### config.mk
export PLATFORM = sky130hd
export DESIGN_NAME = burst_sig_gen
export DESIGN_NICKNAME = d
export VERILOG_FILES = /design/src/rtl/burst_sig_gen.sv
export SDC_FILE = /design/constraint.sdc
export NUM_CORES = 1
export LEC_CHECK = 0
export ABC_AREA = 1
export BUFFER_PORTS_ARGS = -buffer_cell sky130_fd_sc_hd__buf_4
export CAP_MARGIN = 20
export CORE_MARGIN = 3
export CORE_UTILIZATION = 45
export CTS_CLUSTER_DIAMETER = 30
export DETAILED_ROUTE_END_ITERATION = 10
export PLACE_DENSITY_LB_ADDON = 0.08
export SLEW_MARGIN = 10
export SYNTH_ARGS = -nofsm -noshare
export SYNTH_HDL_FRONTEND = slang
export SYNTH_SLANG_ARGS = --single-unit
### constraint.sdc
create_clock -name clk -period 5.95 [get_ports clk]
set_input_delay 0.8925 -clock clk [delete_from_list [all_inputs] [get_ports clk]]
set_output_delay 0.8925 -clock clk [all_outputs]
set_load 0.01 [all_outputs]
### src/rtl/burst_sig_gen.sv
// burst_sig_gen
//   Burst stimulus generator and output monitor for the I/Q weighting datapath.
//   A run sends NUM_BURST bursts of BURST_LEN accepted samples. Bursts are
//   separated by GAP_LEN idle cycles, and the run ends with a TAIL_LEN drain
//   and a one-cycle done pulse. The sample source is an LFSR, a ramp or a
//   constant, and the input handshake is valid/ready.
//   The monitor counts DUT output samples and folds them into a 16-bit
//   rotating signature.
//
// Ports
//   clk, rst              clock, asynchronous active-high reset
//   start, abort          run control (abort wins over everything)
//   mode[1:0]             0 LFSR, 1 ramp, 2 constant, 3 LFSR
//   const_i/const_q       constant-mode sample data
//   in_ready              DUT accepts the presented sample
//   out_data_i/q, out_en  DUT output samples fed to the monitor
//   out_done              DUT end-of-output, retimed onto finish
//   in_data_i/q, in_w_i/q registered sample presented to the DUT
//   in_en                 sample valid
//   busy                  high while bursting, in a gap or draining
//   done                  one-cycle end-of-run pulse
//   finish                out_done delayed by two clocks (level)
//   out_count, out_sig    monitor sample count (saturating) and signature
module burst_sig_gen #(
  parameter int unsigned DW        = 12,
  parameter int unsigned WW        = 4,
  parameter int unsigned OW        = 9,
  parameter int unsigned BURST_LEN = 12,
  parameter int unsigned GAP_LEN   = 3,
  parameter int unsigned NUM_BURST = 10,
  parameter int unsigned TAIL_LEN  = 50,
  parameter logic [31:0] LFSR_SEED = 32'hACE11234
) (
  input  logic          clk,
  input  logic          rst,
  input  logic          start,
  input  logic          abort,
  input  logic [1:0]    mode,
  input  logic [DW-1:0] const_i,
  input  logic [DW-1:0] const_q,
  input  logic          in_ready,
  input  logic [OW-1:0] out_data_i,
  input  logic [OW-1:0] out_data_q,
  input  logic          out_en,
  input  logic          out_done,
  output logic [DW-1:0] in_data_i,
  output logic [DW-1:0] in_data_q,
  output logic [WW-1:0] in_w_i,
  output logic [WW-1:0] in_w_q,
  output logic          in_en,
  output logic          busy,
  output logic          done,
  output logic          finish,
  output logic [15:0]   out_count,
  output logic [15:0]   out_sig
);

  localparam int unsigned PW   = 2*DW + 2*WW;
  localparam int unsigned TMAX = (GAP_LEN > TAIL_LEN) ? GAP_LEN : TAIL_LEN;
  localparam int unsigned TW   = (TMAX < 2) ? 1 : $clog2(TMAX + 1);
  localparam int unsigned SW   = (BURST_LEN < 2) ? 1 : $clog2(BURST_LEN);
  localparam int unsigned BW   = (NUM_BURST < 2) ? 1 : $clog2(NUM_BURST);
  localparam logic [31:0] TAPS = 32'h80200003;

  typedef enum logic [2:0] {
    S_IDLE,
    S_BURST,
    S_GAP,
    S_TAIL,
    S_DONE
  } state_t;

  state_t        state_q, state_d;
  logic [PW-1:0] sample_q, sample_d;   // {w_q, w_i, q, i}
  logic          in_en_q, in_en_d;
  logic          busy_q, busy_d;
  logic          done_q, done_d;
  logic [31:0]   lfsr_q, lfsr_d;
  logic [DW-1:0] idx_q, idx_d;         // ramp index of the next sample to load
  logic [SW-1:0] samp_q, samp_d;       // accepted samples in the current burst
  logic [BW-1:0] burst_q, burst_d;     // current burst number, from 0
  logic [TW-1:0] timer_q, timer_d;     // gap / tail countdown
  logic [15:0]   out_count_q, out_count_d;
  logic [15:0]   out_sig_q, out_sig_d;
  logic          fin1_q, fin1_d;
  logic          fin2_q, fin2_d;
  logic          accept;
  logic          mon_clear;

  function automatic logic [31:0] lfsr_step(input logic [31:0] v);
    return v[0] ? ((v >> 1) ^ TAPS) : (v >> 1);
  endfunction

  // Builds one sample. The LFSR field layout is {w_q, w_i, q, i}, so the
  // low PW bits of the register are used directly.
  function automatic logic [PW-1:0] make_sample(
    input logic [1:0]    m,
    input logic [PW-1:0] l,
    input logic [DW-1:0] idx,
    input logic [DW-1:0] ci,
    input logic [DW-1:0] cq
  );
    logic [PW-1:0] s;
    s = '0;
    case (m)
      2'd1:    s = {idx[WW-1:0], idx[WW-1:0], ~idx, idx};
      2'd2:    s = {{(2*WW){1'b0}}, cq, ci};
      default: s = l;
    endcase
    return s;
  endfunction

  always_comb begin
    state_d     = state_q;
    sample_d    = sample_q;
    in_en_d     = in_en_q;
    busy_d      = busy_q;
    done_d      = 1'b0;
    lfsr_d      = lfsr_q;
    idx_d       = idx_q;
    samp_d      = samp_q;
    burst_d     = burst_q;
    timer_d     = timer_q;
    out_count_d = out_count_q;
    out_sig_d   = out_sig_q;
    fin1_d      = out_done;
    fin2_d      = fin1_q;
    mon_clear   = 1'b0;
    accept      = in_en_q & in_ready;

    if (abort) begin
      state_d = S_IDLE;
      in_en_d = 1'b0;
      busy_d  = 1'b0;
    end else begin
      case (state_q)
        S_IDLE, S_DONE: begin
          if (start) begin
            state_d   = S_BURST;
            in_en_d   = 1'b1;
            busy_d    = 1'b1;
            idx_d     = '0;
            samp_d    = '0;
            burst_d   = '0;
            mon_clear = 1'b1;
            sample_d  = make_sample(mode, lfsr_q[PW-1:0], '0, const_i, const_q);
          end
        end
        S_BURST: begin
          if (accept) begin
            lfsr_d = lfsr_step(lfsr_q);
            idx_d  = idx_q + DW'(1);
            if (samp_q == SW'(BURST_LEN - 1)) begin
              samp_d = '0;
              if (burst_q == BW'(NUM_BURST - 1)) begin
                state_d = S_TAIL;
                in_en_d = 1'b0;
                timer_d = TW'(TAIL_LEN - 1);
              end else begin
                burst_d = burst_q + BW'(1);
                if (GAP_LEN == 0) begin
                  sample_d = make_sample(mode, lfsr_d[PW-1:0], idx_d, const_i, const_q);
                end else begin
                  state_d = S_GAP;
                  in_en_d = 1'b0;
                  timer_d = TW'(GAP_LEN - 1);
                end
              end
            end else begin
              samp_d   = samp_q + SW'(1);
              sample_d = make_sample(mode, lfsr_d[PW-1:0], idx_d, const_i, const_q);
            end
          end
        end
        S_GAP: begin
          if (timer_q == '0) begin
            // LFSR and index already advanced on the last acceptance.
            state_d  = S_BURST;
            in_en_d  = 1'b1;
            sample_d = make_sample(mode, lfsr_q[PW-1:0], idx_q, const_i, const_q);
          end else begin
            timer_d = timer_q - TW'(1);
          end
        end
        S_TAIL: begin
          if (timer_q == '0) begin
            state_d = S_DONE;
            busy_d  = 1'b0;
            done_d  = 1'b1;
          end else begin
            timer_d = timer_q - TW'(1);
          end
        end
        default: begin
          state_d = S_IDLE;
          in_en_d = 1'b0;
          busy_d  = 1'b0;
        end
      endcase
    end

    // A start clears the monitor and drops any out_en seen in that cycle.
    if (mon_clear) begin
      out_count_d = '0;
      out_sig_d   = '0;
    end else if (out_en) begin
      if (out_count_q != 16'hFFFF) out_count_d = out_count_q + 16'd1;
      out_sig_d = {out_sig_q[14:0], out_sig_q[15]} ^ 16'(out_data_i)
                  ^ (16'(out_data_q) << (16 - OW));
    end
  end

  always_ff @(posedge clk or posedge rst) begin
    if (rst) begin
      state_q     <= S_IDLE;
      sample_q    <= '0;
      in_en_q     <= 1'b0;
      busy_q      <= 1'b0;
      done_q      <= 1'b0;
      lfsr_q      <= LFSR_SEED;
      idx_q       <= '0;
      samp_q      <= '0;
      burst_q     <= '0;
      timer_q     <= '0;
      out_count_q <= '0;
      out_sig_q   <= '0;
      fin1_q      <= 1'b0;
      fin2_q      <= 1'b0;
    end else begin
      state_q     <= state_d;
      sample_q    <= sample_d;
      in_en_q     <= in_en_d;
      busy_q      <= busy_d;
      done_q      <= done_d;
      lfsr_q      <= lfsr_d;
      idx_q       <= idx_d;
      samp_q      <= samp_d;
      burst_q     <= burst_d;
      timer_q     <= timer_d;
      out_count_q <= out_count_d;
      out_sig_q   <= out_sig_d;
      fin1_q      <= fin1_d;
      fin2_q      <= fin2_d;
    end
  end

  assign in_data_i = sample_q[DW-1:0];
  assign in_data_q = sample_q[2*DW-1:DW];
  assign in_w_i    = sample_q[2*DW+WW-1:2*DW];
  assign in_w_q    = sample_q[2*DW+2*WW-1:2*DW+WW];
  assign in_en     = in_en_q;
  assign busy      = busy_q;
  assign done      = done_q;
  assign finish    = fin2_q;
  assign out_count = out_count_q;
  assign out_sig   = out_sig_q;

endmodule
==> results of run 1 <==
-- power groups by stage --
stage	combinational, mW	clock [mW]	sequential (mW)
after floorplan	0.982	0	1.45
after global placement	1.60	0	1.42
after detailed placement	1.61	0	1.42
after CTS	1.62	1.05	1.41
after global routing	1.83	1.09	1.44
final	1.62	1.04	1.41
-- through the flow --
stage / hold slack [ns] / power, mW
floorplan: 0.331 / 2.43
global placement: 0.334 / 3.02
detailed placement: 0.339 / 3.02
CTS: 0.355 / 4.08
global route: 0.358 / 4.36
finish: 0.353 / 4.06
-- logic make-up (layout without fill, tap and decap cells) --
family          after synthesis  after routing  synth area share [%]
compound gates              188            188                  12.9
buf+inv                     143            253                  7.36
flops                       130            130                  42.4
simple gates                603            603                  32.2
fa+ha+maj                     9              9                  1.46
mux                           1              1                 0.130
xor+xnor                     31             31                  3.52
-- critical path: cells and delay by family (launching register included) --
kind	cells	cell delay, ns
and+or+nand+nor	4	1.38
buffers and inverters	2	0.76
DFF	1	0.46
AOI/OAI and AO/OA	2	0.46
-- final cells by class --
class / count / area (um2) / share of cell area, %
Clock buffer: 19 / 443 / 4.76
Timing Repair Buffer: 125 / 938 / 10.1
Clock inverter: 13 / 138 / 1.48
Multi-Input combinational cell: 832 / 3880 / 41.7
Tap cell: 220 / 275 / 2.96
Inverter: 96 / 365 / 3.93
Sequential cell: 130 / 3270 / 35.1
-- sequential cells by signal, indices dropped and copies added, names as in the netlist --
register	cells
idx_q	12
timer_q	6
burst_q	4
lfsr_q	32
state_q	3
sample_q	32
busy	1
out_count	16
out_sig	16
in_en	1
samp_q	4
fin1_q	1
done	1
finish	1
-- per-layer routing --
metal	vias to the layer above	share of wire, %	track usage, %
met3	25	5.4	4.01
met2	247	47	37.2
met4	0	1.4	6.76
met1	3564	46	33.8
met5	-	0	0
li1	3759	-	-
-- worst paths after layout --
check | slack (ns) | from | cells past startpoint | to
hold reg to reg | 0.35 | fin1_q$_DFF_PP0_ | 0 | finish$_DFF_PP0_
max in group asynchronous | 4.24 | rst | 3 | lfsr_q[16]$_DFFE_PP1P_
setup / recovery | 2.79 | state_q[2]$_DFFE_PP0P_ | 8 | sample_q[21]$_DFFE_PP0P_
setup reg to reg | 2.79 | state_q[2]$_DFFE_PP0P_ | 8 | sample_q[21]$_DFFE_PP0P_
min in group asynchronous | 0.64 | rst | 2 | out_count[4]$_DFFE_PP0P_
hold / removal | 0.35 | fin1_q$_DFF_PP0_ | 0 | finish$_DFF_PP0_
-- layout by cell type, fill, tap and decap left out, drive strengths merged --
cell,n
mux2i,1
o211ai,10
bufinv,2
nor2,102
clkinv,8
nand3,93
nand4,11
xor2,9
inv,96
o21bai,1
nand3b,2
a21oi,63
dfrtp,117
o22ai,10
clkinvlp,3
clkbuf,19
a21boi,2
o21ai,102
or2,6
buf,125
nor3,14
nand2,375
dfstp,13
xnor2,22
ha,9
==> reports/summary.json, run 1 <==
{
  "max-clock-path-buffers": 2,
  "synth.yosys.warnings": 0,
  "vdd_ir_drop_max_mv": 0.220,
  "clkPwrFrac_pct": 25.5,
  "synth.top_cells.by_area": "dfrtp_1 (38%), nand2_1 (18%), o21ai_0 (6.5%)",
  "dpl_worst_slack_ns": 2.72,
  "dpl_wire_length_um": 14900,
  "grt-ovfl-total": 0,
  "vias": 7595,
  "placed_cells": 1403,
  "route.detailed.vias_per_inst": 5.29,
  "die_h_um": 137,
  "vias_in_the_first_global_route": 6957,
  "timing.slew.headroom_pct": 31.5,
  "grt_start_max_net_pins": 94,
  "die_area_um2": 18800,
  "antenna_cells": 0,
  "hold_viol_final": 0,
  "syn_area_um2": 7720,
  "int_power_mw": 2.44,
  "p_switching_mw": 1.62,
  "cp_slowest_stage_delay_ns": 0.69,
  "seq_power_share_pct": 34.6,
  "start_kind": "register",
  "postSynthRegisterBits": 130,
  "power.density_cell_area_nw_per_um2": 436,
  "post-synth-top-count-cell": "nand2_1",
  "fill_cell_count": 1659,
  "first_pass_iters": 6,
  "clk-insertion-delay-late_ns": 0.42,
  "detail-route-antenna-nets": 0,
  "layout.cell_area.non_filler_um2": 9310,
  "number_of_gates_resized_after_cts": 0,
  "yosysTopAreaCellShare_pct": 37.9,
  "detail_route.drc_violations": 0,
  "finalMaxSlewViolations": 0,
  "cp.arrival_ns": 3.50,
  "cts_setup_buffers": 0,
  "timing.critical_path.cells": "inv_2, nand3_2, nor2_1, a21oi_4, nand3_2, inv_2, nor2_1, a21oi_1",
  "floorplan.initialDensity_pct": 46.2,
  "synth_top_flop_cell": "dfrtp_1",
  "synthCells": 1105,
  "unrepaired_setup_endpoints_after_global_routing": "false",
  "finalSetupViolations": 0,
  "clk_pin_slew_worst_paths_ns": 0.06,
  "cts.sinks": 130,
  "h-tree-depth": 4,
  "count_of_unique_library_cells_instantiated_by_yosys": 33,
  "post-route-min-period_ns": 3.16,
  "worst-setup-path-type": "register to register",
  "die_w_um": 137,
  "io-pin-count": 119,
  "aggregate_routed_wire_length_um": 21700,
  "netlist.top_cell.by_area": "dfrtp_1",
  "grtUsageTotal_pct": 23.7,
  "worst-endpoint-required_ns": 6.30,
  "cts-buffers-inserted": 17,
  "final.setup_skew_ns": 0.00759,
  "final_net_count": 1262,
  "min_path_type": "register to register",
  "floorplan.rows": 47,
  "syn-mean-instance-area_um2": 6.98,
  "drtIter0Drc": 685,
  "synth-edff-count": 0,
  "totalNegativeSetupSlack_ns": 0,
  "critPathMaxFanout": 31,
  "final_core_utilization_pct": 55.7,
  "postLayoutSetupSlackWorst_ns": 2.79,
  "wire_per_inst_um": 15.1,
  "async_flop_share_pct": 100,
  "areaGrowthSynthToFinish_pct": 20.6,
  "cap_violations": 0,
  "seq_area_frac_synth_pct": 42.4,
  "tritoncts": "done",
  "grt_pass1_wl_um": 35400,
  "total_leakage_power_nw": 4.53,
  "netlist_top_cells_count": "nand2_1 (374), dfrtp_1 (117), o21ai_0 (100), nor2_1 (97), inv_1 (91)",
  "instances_no_fill": 1435,
  "timing_worst_slew_pin_value_ns": 1.03,
  "power_frac_comb_pct": 39.8,
  "synth_fp_nets": 1165,
  "cts_hold_repair.buffers": 0,
  "worst_setup_path_end_kind": "register",
  "antenna_found_initial": 0,
  "io_buffer_count": 118,
  "finalWeightedCongestion": 0.886,
  "clockRootBuffer": "clkbuf_16",
  "switching_share_pct": 39.9,
  "period_share_pct": 53.1,
  "core-area_um2": 16700,
  "post_dp_cell_area_um2": 8730,
  "slowest_stage": "inv_2",
  "run_status": "complete, no violations",
  "layout-drive-gt1-share_pct": 15.8,
  "fmaxAchievable_mhz": 317
}
(Power assumes the default switching activity.)
==> inputs of run 2 (changes only) <==
Settings changed: ABC_AREA 1 to 0.
Clock period 5.95 ns to 2.82 ns, I/O delays scaled along.
==> run 2 against run 1 <==
Net effect:
- register-to-register slack got worse by 2.5 ns
- highest routed layer unchanged
- sequential power rose by 60%
- first-iteration DRC count rose by 1.5%
- critical path type unchanged
- global-route usage rose by 0.23 points
- largest power group is now the clock network
- cell count fell by 17%
- via count fell by 9.9%
- synthesized cell count fell by 22%
- non-clock buffer count rose by 17
==> reports/summary.json, run 2 <==
{
  "mostFrequentLayoutCell": "nand2_1",
  "h-tree-depth": {"value": 4, "change": "unchanged"},
  "synthesized_area_fraction_occupied_by_ao_oa_aoi_and_oai_cells": {"value": 21.3, "unit": "%", "change": "+8.4 points"},
  "finalMaxSlewViolations": {"value": 0, "change": "unchanged"},
  "top_regs": "lfsr_q: 32 flops, sample_q: 32 flops",
  "finalSetupViolations": {"value": 0, "change": "unchanged"},
  "run_status": "complete, no violations",
  "finalWeightedCongestion": {"value": 0.895, "change": "+1.0%"},
  "vias_in_the_first_global_route": {"value": 6642, "change": "-4.5%"},
  "detail_route.drc_violations": {"value": 0, "change": "unchanged"},
  "design_power_total": {"value": 5.85, "unit": "mW", "change": "+44%"},
  "cap_violations": {"value": 0, "change": "unchanged"},
  "yosys-mux-area-fraction": {"value": 0.678, "unit": "%", "change": "+0.55 points"},
  "yosysTopAreaCellShare": {"value": 39.7, "unit": "%", "change": "+1.7 points"},
  "timing.slew.headroom": {"value": 37.4, "unit": "%", "change": "+5.8 points"},
  "worst-setup-path-type": "register to register",
  "route.detailed.vias_per_inst": {"value": 5.73, "change": "+8.2%"},
  "layout-drive-gt1-share": {"value": 20.2, "unit": "%", "change": "+4.4 points"},
  "final_net_count": {"value": 1026, "change": "-19%"},
  "yosys.area_share.adder": {"value": 1.53, "unit": "%", "change": "+0.067 points"},
  "aggregate_routed_wire_length": {"value": 21200, "unit": "um", "change": "-2.4%"},
  "first_pass_iters": {"value": 5, "change": "-1"},
  "post-route-min-period": {"value": 2.56, "unit": "ns", "change": "-0.596 ns"},
  "count_of_unique_library_cells_instantiated_by_yosys": {"value": 66, "change": "+100%"},
  "critPathMaxFanout": {"value": 12, "change": "-61%"},
  "power_frac_comb": {"value": 19.7, "unit": "%", "change": "-20 points"},
  "hold_viol_final": {"value": 0, "change": "unchanged"},
  "synthCells": {"value": 867, "change": "-22%"},
  "dpl_worst_slack": {"value": 0.303, "unit": "ns", "change": "-2.42 ns"},
  "cts_hold_repair.buffers": {"value": 0, "change": "unchanged"},
  "synth.top_cells.by_area": "dfrtp_1 (40%), nand2_1 (8.9%), o21ai_0 (4.8%)",
  "synth-xor-area-share": {"value": 5.58, "unit": "%", "change": "+2.1 points"},
  "die_area": {"value": 18000, "unit": "um2", "change": "-4.2%"},
  "worst_reg_to_reg_cells": {"value": 6, "change": "-2"},
  "synth.yosys.warnings": {"value": 0, "change": "unchanged"},
  "netlist.top_cell.by_area": "dfrtp_1",
  "die_h": {"value": 134, "unit": "um", "change": "-2.1%"},
  "io-pin-count": {"value": 119, "change": "unchanged"},
  "grtUsageTotal": {"value": 23.9, "unit": "%", "change": "+0.23 points"},
  "clockRootBuffer": "clkbuf_16",
  "setup.reg_to_reg.worst_slack": {"value": 0.26, "unit": "ns", "change": "-2.53 ns"},
  "int_power": {"value": 4.22, "unit": "mW", "change": "+73%"},
  "p_switching": {"value": 1.62, "unit": "mW", "change": "+0.13%"},
  "floorplan.initialDensity": {"value": 46.3, "unit": "%", "change": "+0.078 points"},
  "wire_per_inst": {"value": 17.7, "unit": "um", "change": "+17%"},
  "postSynthRegisterBits": {"value": 130, "change": "unchanged"},
  "period_share": {"value": 90.9, "unit": "%", "change": "+38 points"},
  "cts-buffers-inserted": {"value": 17, "change": "unchanged"},
  "vdd_ir_drop_max": {"value": 0.443, "unit": "mV", "change": "+100%"},
  "power.density_cell_area": {"value": 638, "unit": "nW/um2", "change": "+46%"},
  "timing.rr.end": "sample_q[10]$_DFFE_PP0P_",
  "totalNegativeSetupSlack": {"value": 0, "unit": "ns", "change": "unchanged"},
  "worst-endpoint-required": {"value": 3.16, "unit": "ns", "change": "-3.14 ns"},
  "min_path_type": "input pin to async pin",
  "start_kind": "register",
  "number_of_gates_resized_after_cts": {"value": 0, "change": "unchanged"},
  "max-clock-path-buffers": {"value": 2, "change": "unchanged"},
  "seq_power_share": {"value": 38.7, "unit": "%", "change": "+4.1 points"},
  "clkPwrFrac": {"value": 41.6, "unit": "%", "change": "+16 points"},
  "total_leakage_power": {"value": 4.04, "unit": "nW", "change": "-11%"},
  "main_combinational_cell_family_by_area_after_synthesis": "simple AND/OR/NAND/NOR gates",
  "postLayoutSetupSlackWorst": {"value": 0.257, "unit": "ns", "change": "-2.53 ns"},
  "detail-route-antenna-nets": {"value": 0, "change": "unchanged"},
  "synth_top_flop_cell": "dfrtp_1",
  "final_cell_mix": "nand2_1 (174), buf_4 (140), dfrtp_1 (117)",
  "grt_pass1_wl": {"value": 34800, "unit": "um", "change": "-1.9%"},
  "syn_area": {"value": 7380, "unit": "um2", "change": "-4.4%"},
  "fmaxAchievable": {"value": 390, "unit": "MHz", "change": "+23%"},
  "clk_pin_slew_worst_paths": {"value": 0.06, "unit": "ns", "change": "about the same"},
  "antenna_cells": {"value": 0, "change": "unchanged"},
  "async_flop_share": {"value": 100, "unit": "%", "change": "unchanged"},
  "crit-reg2reg-launch": "idx_q[0]$_DFFE_PP0P_",
  "dpl_wire_length": {"value": 14600, "unit": "um", "change": "-1.6%"},
  "synth_fp_nets": {"value": 927, "change": "-20%"},
  "floorplan.rows": {"value": 46, "change": "-2.1%"},
  "grt-ovfl-total": {"value": 0, "change": "unchanged"},
  "timing_worst_slew_pin_value": {"value": 0.940, "unit": "ns", "change": "-0.0860 ns"},
  "cp.arrival": {"value": 2.91, "unit": "ns", "change": "-0.59 ns"},
  "worst_setup_path_end_kind": "register",
  "netlist_top_cells_count": "nand2_1 (174), dfrtp_1 (117), nor2_1 (75), o21ai_0 (71), a21oi_1 (48)",
  "vias": {"value": 6844, "change": "-9.9%"},
  "synthSimpleGateAreaFrac": {"value": 22.0, "unit": "%", "change": "-10 points"},
  "drtIter0Drc": {"value": 695, "change": "+1.5%"},
  "post-synth-top-count-cell": "nand2_1",
  "switching_share": {"value": 27.8, "unit": "%", "change": "-12 points"},
  "core-area": {"value": 15900, "unit": "um2", "change": "-4.5%"},
  "cts_setup_buffers": {"value": 0, "change": "unchanged"},
  "synth-edff-count": {"value": 0, "change": "unchanged"},
  "antenna_found_initial": {"value": 0, "change": "unchanged"},
  "unrepaired_setup_endpoints_after_global_routing": "false",
  "cts.sinks": {"value": 130, "change": "unchanged"},
  "final.setup_skew": {"value": 0.00807, "unit": "ns", "change": "+0.000487 ns"},
  "grt_start_max_net_pins": {"value": 131, "change": "+39%"},
  "io_buffer_count": {"value": 118, "change": "unchanged"},
  "syn-mean-instance-area": {"value": 8.51, "unit": "um2", "change": "+22%"},
  "die_w": {"value": 134, "unit": "um", "change": "-2.1%"},
  "tritoncts": "done",
  "clk-insertion-delay-late": {"value": 0.43, "unit": "ns", "change": "about the same"},
  "seq_area_frac_synth": {"value": 44.3, "unit": "%", "change": "+1.9 points"},
  "areaGrowthSynthToFinish_pct": 24.3
}
==> run 2: changes by cell type after synthesis, sizes merged, moves of 9 or more <==
| cell | before | now |
|---|---|---|
| a21oi | 63 | 49 |
| xnor2 | 22 | 38 |
| buf | 27 | 18 |
| a221oi | 0 | 11 |
| inv | 96 | 21 |
| nand2 | 375 | 174 |
| o21ai | 102 | 72 |
| nor2 | 102 | 75 |
| a31oi | 0 | 19 |
| nand3 | 93 | 26 |
| clkbuf | 20 | 44 |
| nand2b | 0 | 15 |
| a211oi | 0 | 16 |
==> run 2: worst max-delay path: stages, from the launching register on <==
cell and delay [ns]:
dfrtp_1 0.63, ha_1 0.37, nand3_1 0.30, nor3_1 0.46, xnor2_1 0.24, o221a_2 0.34, o21ai_0 0.13
==> run 2: final cells by class <==
cell class	instances	area, um2
Clock inverter	12	205
Multi-Input combinational cell	654	3800
Inverter	21	82.6
Clock buffer	20	447
Tap cell	216	270
Sequential cell	130	3270
Timing Repair Buffer	142	1090
Fill cell	1437	6770
==> run 2: worst max-delay path by stage <==
stage | startpoint | end
after floorplan | timer_q[0]$_DFFE_PP0P_ | sample_q[6]$_DFFE_PP0P_
after global placement | idx_q[0]$_DFFE_PP0P_ | sample_q[10]$_DFFE_PP0P_
after detailed placement | idx_q[0]$_DFFE_PP0P_ | sample_q[10]$_DFFE_PP0P_
after CTS | idx_q[0]$_DFFE_PP0P_ | sample_q[10]$_DFFE_PP0P_
after global routing | idx_q[0]$_DFFE_PP0P_ | sample_q[10]$_DFFE_PP0P_
final | idx_q[0]$_DFFE_PP0P_ | sample_q[10]$_DFFE_PP0P_
==> run 2: power by group through the flow <==
| stage | clock [mW] | sequential, mW | combinational [mW] |
|---|---|---|---|
| detailed placement | 0 | 2.29 | 1.16 |
| global route | 2.55 | 2.30 | 1.28 |
| floorplan | 0 | 2.33 | 0.580 |
| finish | 2.43 | 2.26 | 1.15 |
| CTS | 2.48 | 2.27 | 1.16 |
| global placement | 0 | 2.29 | 1.14 |
==> run 2: per-stage QoR <==
stage               utilization [%]  instance area [um2]  instances  hold WS [ns]
floorplan                         -                 7380        867         0.331
global placement               53.4                 8520       1163         0.332
detailed placement             53.4                 8520       1163         0.337
CTS                            57.5                 9170       1195        0.0928
global route                   57.5                 9170       1195        0.0970
finish                         57.5                 9170       1195         0.105
==> run 2: cell families (layout without fill, tap and decap cells) <==
kind of cell	count (synthesis)	after routing
xor+xnor	47	47
fa+ha+maj	9	9
flops	130	130
compound gates	237	237
buf+inv	83	195
mux	5	5
simple gates	356	356
==> run 2: layer usage <==
layer	routed length, um	track usage (%)	vias to the layer above
met5	0	0	-
met2	10000	39.7	284
met4	541	8.82	0
met1	9100	31.1	3256
met3	1470	5.03	45
li1	-	-	3259
==> inputs of run 3 (changes only) <==
Settings changed: ABC_AREA 0 to 1, PLACE_DENSITY from default to 0.65, PLACE_DENSITY_LB_ADDON 0.08 to default.
==> run 3 against run 2 <==
Net effect:
- critical path depth is 5 higher
- clock-buffer cell count is 3 lower
- die area is 4.4% higher
- clock power is 9.5% lower
- register-to-register slack better by 0.38 ns
- sequential cell count stayed put
- global-route usage hardly changed
- cell count is 21% higher
- via count is 11% higher
- final area is 2.9% higher
- combinational power grew to 3.0 times the previous value
- fmax is 17% higher
- highest routed layer unchanged
==> reports/summary.json, run 3 (synthesis results as in run 1) <==
{
  "worst_reg_to_reg_cells": {"value": 11, "change": "+5"},
  "finalMaxSlewViolations": {"value": 0, "change": "unchanged"},
  "floorplan.rows": {"value": 47, "change": "+2.2%"},
  "dpl_worst_slack": {"value": 0.680, "unit": "ns", "change": "+0.377 ns"},
  "fmaxAchievable": {"value": 458, "unit": "MHz", "change": "+17%"},
  "wire_per_inst": {"value": 15.3, "unit": "um", "change": "-14%"},
  "worst-endpoint-required": {"value": 3.13, "unit": "ns", "change": "-0.03 ns"},
  "core-area": {"value": 16700, "unit": "um2", "change": "+4.8%"},
  "floorplan.initialDensity": {"value": 46.2, "unit": "%", "change": "-0.078 points"},
  "antenna_found_initial": {"value": 0, "change": "unchanged"},
  "finalSetupViolations": {"value": 0, "change": "unchanged"},
  "detail-route-antenna-nets": {"value": 0, "change": "unchanged"},
  "areaGrowthSynthToFinish_pct": 22.3,
  "io-pin-count": {"value": 119, "change": "unchanged"},
  "design_power_total": {"value": 8.63, "unit": "mW", "change": "+48%"},
  "postLayoutSetupSlackWorst": {"value": 0.636, "unit": "ns", "change": "+0.379 ns"},
  "final_net_count": {"value": 1274, "change": "+24%"},
  "clockRootBuffer": "clkbuf_16",
  "run_status": "complete, no violations",
  "vdd_ir_drop_max": {"value": 0.520, "unit": "mV", "change": "+18%"},
  "vias": {"value": 7580, "change": "+11%"},
  "cts.sinks": {"value": 130, "change": "unchanged"},
  "drtIter0Drc": {"value": 707, "change": "+1.7%"},
  "cts-buffers-inserted": {"value": 17, "change": "unchanged"},
  "route.detailed.vias_per_inst": {"value": 5.24, "change": "-8.5%"},
  "post_dp_cell_area": {"value": 8850, "unit": "um2", "change": "+3.9%"},
  "top_regs": "lfsr_q: 32 flops, sample_q: 32 flops",
  "number_of_gates_resized_after_cts": {"value": 0, "change": "unchanged"},
  "die_h": {"value": 137, "unit": "um", "change": "+2.2%"},
  "start_kind": "register",
  "finalWeightedCongestion": {"value": 0.890, "change": "-0.56%"},
  "cp.arrival": {"value": 2.50, "unit": "ns", "change": "-0.41 ns"},
  "aggregate_routed_wire_length": {"value": 22100, "unit": "um", "change": "+4.4%"},
  "clk-insertion-delay-late": {"value": 0.42, "unit": "ns", "change": "about the same"},
  "tritoncts": "done",
  "clk_pin_slew_worst_paths": {"value": 0.06, "unit": "ns", "change": "about the same"},
  "final_cell_mix": "nand2_1 (374), buf_4 (134), dfrtp_1 (117)",
  "timing_worst_slew_pin_value": {"value": 0.853, "unit": "ns", "change": "-0.0862 ns"},
  "worst_hold_slack": {"value": 0.102, "unit": "ns", "change": "-0.00360 ns"},
  "timing.slew.headroom": {"value": 43.0, "unit": "%", "change": "+5.7 points"},
  "grt-ovfl-total": {"value": 0, "change": "unchanged"},
  "power.density_cell_area": {"value": 915, "unit": "nW/um2", "change": "+43%"},
  "mostFrequentLayoutCell": "nand2_1",
  "worst-setup-path-type": "register to register",
  "dpl_wire_length": {"value": 15600, "unit": "um", "change": "+6.7%"},
  "final.setup_skew": {"value": 0.00917, "unit": "ns", "change": "+0.00110 ns"},
  "io_buffer_count": {"value": 118, "change": "unchanged"},
  "grtUsageTotal": {"value": 23.9, "unit": "%", "change": "-0.026 points"},
  "cts_setup_buffers": {"value": 0, "change": "unchanged"},
  "post-route-min-period": {"value": 2.18, "unit": "ns", "change": "-0.379 ns"},
  "cts_hold_repair.buffers": {"value": 0, "change": "unchanged"},
  "totalNegativeSetupSlack": {"value": 0, "unit": "ns", "change": "unchanged"},
  "first_pass_iters": {"value": 6, "change": "+1"},
  "fill_cell_count": {"value": 1608, "change": "+12%"},
  "period_share": {"value": 77.4, "unit": "%", "change": "-13 points"},
  "grt_start_max_net_pins": {"value": 56, "change": "-57%"},
  "area.sequential": {"value": 3270, "unit": "um2", "change": "unchanged"},
  "unrepaired_setup_endpoints_after_global_routing": "false",
  "vias_in_the_first_global_route": {"value": 7137, "change": "+7.5%"},
  "hold_depth": 1,
  "worst_setup_path_end_kind": "register",
  "layout-drive-gt1-share": {"value": 16.7, "unit": "%", "change": "-3.5 points"},
  "layout.cell_area.non_filler": {"value": 9440, "unit": "um2", "change": "+2.9%"},
  "total_leakage_power": {"value": 4.59, "unit": "nW", "change": "+14%"},
  "cap_violations": {"value": 0, "change": "unchanged"},
  "die_w": {"value": 137, "unit": "um", "change": "+2.2%"},
  "max-clock-path-buffers": {"value": 2, "change": "unchanged"},
  "grt_pass1_wl": {"value": 35700, "unit": "um", "change": "+2.8%"},
  "h-tree-depth": {"value": 4, "change": "unchanged"},
  "detail_route.drc_violations": {"value": 0, "change": "unchanged"},
  "min_path_type": "input pin to register",
  "hold_viol_final": {"value": 0, "change": "unchanged"},
  "antenna_cells": {"value": 0, "change": "unchanged"},
  "die_area": {"value": 18800, "unit": "um2", "change": "+4.4%"},
  "multi_input_gate_area": {"value": 3880, "unit": "um2", "change": "+1.9%"},
  "critPathMaxFanout": {"value": 9, "change": "-3"}
}
==> run 3: cell types whose count changed in the layout (fill, tap and decap cells not counted), moves of 11 or more <==
cell      previous run  this run
a221oi_1            11         0
a31oi_1             19         0
nand2b_1            15         0
inv_1               20        90
nor2_1              75        97
a21oi_1             48        62
nand2_1            174       374
a211oi_1            16         0
o21ai_0             71       100
nand3_1             26        89
xnor2_1             38        22
==> run 3: stage by stage <==
step	utilization, %	instances
final	56.5	1447
after global routing	56.5	1447
after CTS	56.5	1447
after detailed placement	53.0	1415
after global placement	53.0	1415
after floorplan	-	1105
==> run 3: routing by layer <==
metal  wire length [um]  GRT usage, %
met5                  0             0
met4                280          6.10
met2              10600          39.5
met1               9910          32.6
met3               1280          4.15
==> run 3: cell type report <==
cell class | count | area share [%]
clock buffers | 17 | 4.51
flip-flops and latches | 130 | 34.6
multi-input cells | 832 | 41.1
well taps | 220 | 2.92
repair buffers | 137 | 11.3
clock inverters | 15 | 1.70
inverters | 96 | 3.86
==> run 3: worst max-delay path, cell delays in order, from the launching register on <==
cell and delay (ns):
dfrtp_1 0.46, inv_2 0.07, nor2_2 0.23, nand2_1 0.33
nand2_1 0.33, inv_1 0.23, o21ai_0 0.12, nand2_1 0.06
nand2_1 0.05, nand2_1 0.06, nand2_1 0.06, nand2_1 0.05
==> run 3: where the power goes <==
group	switching, mW	internal (mW)
sequential	0.463	2.50
combinational	2.11	1.36
clock	0.891	1.31
==> run 3: final timing paths <==
| path | startpoint | endpoint | slack [ns] |
|---|---|---|---|
| max in group asynchronous | rst | lfsr_q[5]$_DFFE_PP1P_ | 1.97 |
| worst max register to register | state_q[1]$_DFFE_PP0P_ | sample_q[15]$_DFFE_PP0P_ | 0.64 |
| worst min-delay path | out_done | fin1_q$_DFF_PP0_ | 0.10 |
| worst max-delay path | state_q[1]$_DFFE_PP0P_ | sample_q[15]$_DFFE_PP0P_ | 0.64 |
| worst min register to register | fin1_q$_DFF_PP0_ | finish$_DFF_PP0_ | 0.35 |
| min in group asynchronous | rst | idx_q[11]$_DFFE_PP0P_ | 0.14 |
